===== src/rtl/shift_reg_serial.sv =====
// Multicycle 32-bit shifter: SLL/SRL/SRA one bit per clock under a start/done handshake.
// Define SHIFT_ROR_EN to add rotate-right on shift_op 3'b100; otherwise that code is a NOP.
module shift_reg_serial (
  input  logic        clk,
  input  logic        reset,
  input  logic        start,
  input  logic [2:0]  shift_op,
  input  logic [4:0]  shamt,
  input  logic [31:0] data_in,
  output logic [31:0] data_out,
  output logic        busy,
  output logic        done
);

  localparam logic [2:0] OP_NOP = 3'b000;
  localparam logic [2:0] OP_SLL = 3'b001;
  localparam logic [2:0] OP_SRL = 3'b010;
  localparam logic [2:0] OP_SRA = 3'b011;
  localparam logic [2:0] OP_ROR = 3'b100;

  typedef enum logic [1:0] {S_IDLE, S_SHIFT, S_DONE} state_t;

  state_t      state_q, state_d;
  logic [4:0]  count_q, count_d;
  logic [2:0]  op_q, op_d, op_dec;
  logic [31:0] data_d;

  // Unsupported codes collapse to NOP at acceptance so SHIFT only sees legal ops.
  always_comb begin
    op_dec = OP_NOP;
    case (shift_op)
      OP_SLL, OP_SRL, OP_SRA: op_dec = shift_op;
`ifdef SHIFT_ROR_EN
      OP_ROR:                 op_dec = shift_op;
`endif
      default:                op_dec = OP_NOP;
    endcase
  end

  always_comb begin
    state_d = state_q;
    count_d = count_q;
    op_d    = op_q;
    data_d  = data_out;
    case (state_q)
      S_IDLE: begin
        if (start) begin
          data_d  = data_in;
          op_d    = op_dec;
          count_d = (op_dec == OP_NOP) ? 5'd0 : shamt;
          state_d = S_SHIFT;
        end
      end
      S_SHIFT: begin
        if (count_q != 5'd0) begin
          count_d = count_q - 5'd1;
          case (op_q)
            OP_SLL:  data_d = {data_out[30:0], 1'b0};
            OP_SRL:  data_d = {1'b0, data_out[31:1]};
            OP_SRA:  data_d = {data_out[31], data_out[31:1]};
`ifdef SHIFT_ROR_EN
            OP_ROR:  data_d = {data_out[0], data_out[31:1]};
`endif
            default: data_d = data_out;
          endcase
        end else begin
          state_d = S_DONE;
        end
      end
      S_DONE:  state_d = S_IDLE;
      default: state_d = S_IDLE;
    endcase
  end

  always_ff @(posedge clk or negedge reset) begin
    if (!reset) begin
      state_q  <= S_IDLE;
      count_q  <= 5'd0;
      op_q     <= OP_NOP;
      data_out <= 32'h0;
    end else begin
      state_q  <= state_d;
      count_q  <= count_d;
      op_q     <= op_d;
      data_out <= data_d;
    end
  end

  assign busy = (state_q == S_SHIFT) || (state_q == S_DONE);
  assign done = (state_q == S_DONE);

endmodule


===== config.mk =====
export PLATFORM = sky130hd
export DESIGN_NAME = shift_reg_serial
export DESIGN_NICKNAME = d
export VERILOG_FILES = /design/src/rtl/shift_reg_serial.sv
export SDC_FILE = /design/constraint.sdc
export NUM_CORES = 1
export LEC_CHECK = 0
export CORE_MARGIN = 5
export CORE_UTILIZATION = 30
export CTS_CLUSTER_SIZE = 12
export DETAILED_ROUTE_END_ITERATION = 8
export SLEW_MARGIN = 30
export SYNTH_ARGS = -nofsm -noshare
export SYNTH_HDL_FRONTEND = slang
export SYNTH_SLANG_ARGS = --single-unit

===== constraint.sdc =====
create_clock -name clk -period 2.2 [get_ports clk]
set_clock_uncertainty 0.15 [all_clocks]
set_input_delay 0.33 -clock clk [delete_from_list [all_inputs] [get_ports clk]]
set_output_delay 0.33 -clock clk [all_outputs]
set_load 0.02 [all_outputs]

# --- Word level (Yosys, flattened, before mapping) ---
# Cells that the tools add are included.
totals:
  out_inout_bits: 34
  ram_bits: 0
  word_cells: 43
  inputBits: 43
  memories: 0
  latch_bits: 0
  romBits: 0
  regBits: 42
classes:
  mul: 0
  reduce_logical: 11
  n_bitwise: 0
  n_addsub: 1
  mux: 12
  n_div: 0
  order_cmp: 0
  eq_ne: 14
  shift: 0
op_table:
  columns: ["cell", "count"]
  rows:
  - ["one-hot mux 32 bit (3 select lines)", 1]
  - ["two-way mux 32 bit", 2]
  - ["one-hot mux 32 bit (2 select lines)", 1]
  - ["two-way mux 5 bit", 3]
  - ["equality test 3 x 2 -> 1 bit (second input constant)", 4]
  - ["one-hot mux 5 bit (2 select lines)", 1]
  - ["inequality test 2 bit (second input constant)", 4]
  - ["equality test 3 x 1 -> 1 bit (second input constant)", 2]
  - ["AND reduction 5 bit", 1]
  - ["nonzero test 5 bit", 1]
  - ["subtractor 5 x 1 -> 5 bit (second input constant)", 1]
  - ["two-way mux 2 bit", 2]
  - ["inequality test 4 x 1 -> 1 bit (second input constant)", 1]
  - ["one-hot mux 2 bit (2 select lines)", 1]
  - ["AND reduction 2 bit", 2]
  - ["AND reduction 4 bit", 1]
  - ["logical NOT 3 bit", 1]
  - ["two-way mux 3 bit", 1]
  - ["inequality test 3 x 1 -> 1 bit (second input constant)", 1]
  - ["AND reduction 3 bit", 1]
  - ["OR reduction 3 bit", 1]
  - ["equality test 2 x 1 -> 1 bit (second input constant)", 1]
  - ["equality test 2 bit (second input constant)", 1]
  - ["logical NOT 2 bit", 1]
  - ["other kinds (2)", 2]

# --- Depth between registers and ports, before layout ---
logic_depth:
  ltp_word: 7
  ltp_mapped: 8
  depth_no_buf: 6

# --- Least setup slack after synthesis ---
# OpenSTA, ideal clock, no wires.
synth_path:
  path_kind: "register to register"
  start: "register count_q[0]"
  end: "register data_out[10]"
  slack_ns: 0.322
  t_required_ns: 1.925
  setup_ns: 0.125
  path_buffers: 1
  stages_incl_launch_ff: 8
  period_less_slack_ns: 1.878
  arrival_time_ns: 1.603
  path_cell_list: "dfrtp_1 inv_1 ha_1 nor4b_4 o31ai_4 nand2_4 buf_6 mux2_4"
synth_between:
  elab_chain_cells: 3
synth_lines:
  columns: ["element", "line", "rtl"]
  rows:
  - ["start, declared", "24", "logic [4:0] count_q, count_d;"]
  - ["start signal, assigned", "83", "count_q <= count_d;"]
  - ["nonzero test 5 bit", "55", "if (count_q != 5'd0) begin"]
  - ["inequality test 2 bit (no source line)", null, null]
  - ["AND reduction 4 bit (no source line)", null, null]
  - ["end signal, assigned", "85", "data_out <= data_d;"]
  - ["end, declared", "10", "output logic [31:0] data_out,"]
# No other way between the ends.
# A chain may end at the register's enable or synchronous reset.

# --- Worst setup path in the final report ---
layout_path:
  start: "register count_q[0]"
  end: "register data_out[18]"
# The elaborated chain is that of the path after synthesis.

==> flow_metrics.py <==
metrics = {
    "status": {
        "result_of_the_run": "finished, final reports clean",
    },
    "drt": {
        "total_via_count_after_detailed_routing": 2050,
        "remaining_drc_errors": 0,
        "post_drt_wl_per_cell_um": 15.09,
        "first_drt_pass_iteration_count": 4,
        "wirelength_mm": 6.504,
        "post_drt_via_cell_ratio": 4.756,
        "final_antenna_net_count": 0,
        "drt-initial-drc-count": 54,
    },
    "placement": {
        "routabilityCongestion": 0.7538,
        "detailed_place_hpwl_mm": 4.749,
        "number_of_port_buffers": 76,
        "detailedPlace.worstSlack_ps": 129.8,
    },
    "timing": {
        "setup_viol": 0,
        "grt_setup_unrepaired": "no",
        "totalNegativeSetupSlack_ps": 0,
        "min_period_ps": 2073,
        "post-route-worst-setup-slack_ps": 126.6,
        "final_hold_vio_count": 0,
        "fin_worst_hold_slack_ps": 386.0,
        "timing_max_transition_violations_final": 0,
        "worst_relative_slew_slack": 0.6439,
        "worstMarginPinSlew_ps": 534.1,
        "maxClockFrequency_ghz": 0.4823,
        "post-route-period-util": 0.9425,
    },
    "power_and_ir_drop": {
        "ir_worst_vdd_mv": 0.8893,
        "p_per_area_nw_per_um2": 1704,
        "power_after_layout_w": 0.006288,
        "static_leakage_power_nw": 1.740,
    },
    "synth": {
        "combinational_family_with_the_most_area_after_synthesis": "multiplexers",
        "synth_compound_area_frac": 0.1330,
        "postSynth.asyncResetShare": 1.000,
        "synth_edf_count": 0,
        "synth_top_area_frac": 0.4017,
        "synth_warnings": 0,
        "synth_area_leaders": "dfrtp_1, mux2_4, mux2i_1",
        "muxShareOfSynthArea": 0.2908,
        "postSynthRegisterBits": 42,
        "syn-instance-count": 246,
        "yosys_most_used_dff": "dfrtp_1",
        "synth.distinct_cells": 33,
        "seq_area_frac_synth": 0.4017,
        "synth_fp_nets": 294,
        "synthesis.area_sq_um": 2616,
        "synthDominantAreaCellType": "dfrtp_1",
        "synth_xor_area_frac": 0.003348,
        "synth_fa_ha_area_frac": 0.02391,
        "synth.avg_cell_area_sq_um": 10.64,
        "post_synth_and_or_nand_nor_area_fraction": 0.1019,
    },
    "finish": {
        "nFillCells": 847,
        "leading_cell_types_in_the_layout_fill_and_taps_excluded": "clkdlybuf4s50_1, dfrtp_1, a21oi_1",
        "finalNetCount": 370,
        "final_core_util": 0.4294,
        "areaGrowthSynthToFinish_pct": 41.03,
        "layout.cells.most_common": "clkdlybuf4s50_1",
        "post_route_cells_drive_above_1_share": 0.1641,
        "antenna_cells_inserted": 0,
    },
    "critical_path": {
        "startpoint_type": "register",
        "cpPeakStageDelay_ps": 400,
        "timing.critical_path.to": "data_out[18]",
        "worstRegToRegCells": 7,
        "timing.critical_path.slowest_stage_cell": "dfrtp_1",
        "cp_data_arrival_time_ps": 2110,
        "startpoint_of_the_worst_setup_timing_path": "count_q[0]",
        "cp_max_fo": 15,
        "r2r_setup_slack_ps": 130,
        "worstSetupPathType": "reg2reg",
        "critPathCaptureType": "register",
        "worst_r2r_startpoint": "count_q[0]",
        "endpoint_of_the_worst_register_to_register_path": "data_out[18]",
        "cp_cell_sequence": "inv_1 -> ha_1 -> nor4b_4 -> o31ai_4 -> nand2_4 -> buf_12 -> mux2_4",
        "cp_data_required_time_ps": 2240,
    },
    "floorplan": {
        "initial_core_util": 0.3045,
        "dieHeight_um": 103.4,
        "num_io_pins": 77,
        "rows": 34,
        "fp.coreArea_sq_um": 8593,
        "die-area_sq_um": 10690,
        "fp.dieW_um": 103.4,
    },
    "clock_network": {
        "cts_max_level": 2,
        "worst_skew_pair.late_latency_ps": 300,
        "cts.path.max_buffers": 2,
        "numCtsBuffers": 5,
        "tritoncts": "done",
        "clkTransAtPathRegs_ps": 80,
        "numClockSinks": 42,
        "cts.root.buffer_cell": "clkbuf_8",
    },
    "min_path": {
        "min_path_type": "in2async",
    },
    "global_routing": {
        "first_global_vias": 2114,
        "wire_length_of_the_first_global_routing_pass_mm": 10.41,
        "grt_max_degree": 74,
        "grt_antenna_before_repair": 0,
        "gr-usage-all-layers": 0.1243,
        "grt.overflow.total": 0,
    },
    "flow_run": {
        "cap_violations": 0,
    },
}
-- metal layers --
| layer | global-route usage | share of wire | up-vias |
|---|---|---|---|
| li1 | - | - | 1026 |
| met1 | 0.1608 | 0.45 | 971 |
| met2 | 0.2000 | 0.46 | 47 |
| met3 | 0.03890 | 0.075 | 6 |
| met4 | 0.03586 | 0.0088 | 0 |
| met5 | 0 | 0 | - |
-- worst min path at each step --
stage	from	end	slack [ps]
floorplan	reset	count_q[0]	-120
global placement	reset	data_out[11]	190
detailed placement	reset	data_out[11]	200
CTS	reset	data_out[11]	400
global route	reset	data_out[11]	420
finish	reset	data_out[11]	390
-- stage by stage --
step | cell area [sq um] | cells
2_1_floorplan | 2616 | 246
3_3_place_gp | 3527 | 421
3_5_place_dp | 3527 | 421
4_1_cts | 3680 | 430
5_1_grt | 3690 | 431
6_report | 3690 | 431
-- registers in the layout (all words and copies together), names as in the netlist --
signal    count
count_q       5
data_out     32
op_q          3
state_q       2
-- cell families (layout without fill, tap and decap cells) --
logic type / Yosys count / count (layout)
buf+inv: 22 / 99
fa+ha+maj: 5 / 5
compound gates: 59 / 59
flops: 42 / 42
mux: 61 / 61
xor+xnor: 1 / 1
simple gates: 56 / 56
-- critical path, delay by kind of cell (launching register included) --
kind | cells | cell delay, ps
compound gates | 1 | 140
fa+ha+maj | 1 | 230
buf+inv | 2 | 250
flops | 1 | 400
mux | 1 | 310
simple gates | 2 | 480
-- cell type report --
type,count,area (sq um),share of cell area
Clock buffer,6,82.58,0.02238
Clock inverter,2,60.06,0.01628
Inverter,7,26.28,0.007121
Multi-Input combinational cell,182,1451,0.3934
Sequential cell,42,1051,0.2848
Tap cell,108,135.1,0.03662
Timing Repair Buffer,84,883.3,0.2394
-- cell usage after synthesis (2+ instances only) --
master	n
dfrtp_1	42
ha_1	5
a211oi_1	2
clkbuf_1	6
nand2_1	7
nand2b_1	5
o22ai_1	2
o21ai_0	6
inv_1	7
buf_6	3
nor3_1	2
buf_2	2
a2bb2oi_1	3
mux2i_1	31
nor2_1	35
nand3_1	2
mux2_4	30
a21oi_1	39
buf_4	3
-- where the power goes --
group / total [W] / internal [W] / switching, W
registers: 0.00162 / 0.00117 / 0.000449
logic: 0.00391 / 0.00215 / 0.00176
clock network: 0.000757 / 0.000484 / 0.000273
total: 0.00629 / 0.00380 / 0.00249
-- timing repair --
item / 4_1_cts / 5_1_grt
setup buffers: 0 / 1
hold buffers: 1 / 0
endpoints found under the setup margin: 0 / 2
gates resized for setup: 0 / 1
hold endpoints to repair: 21 / 0
(Power assumes the default switching activity.)
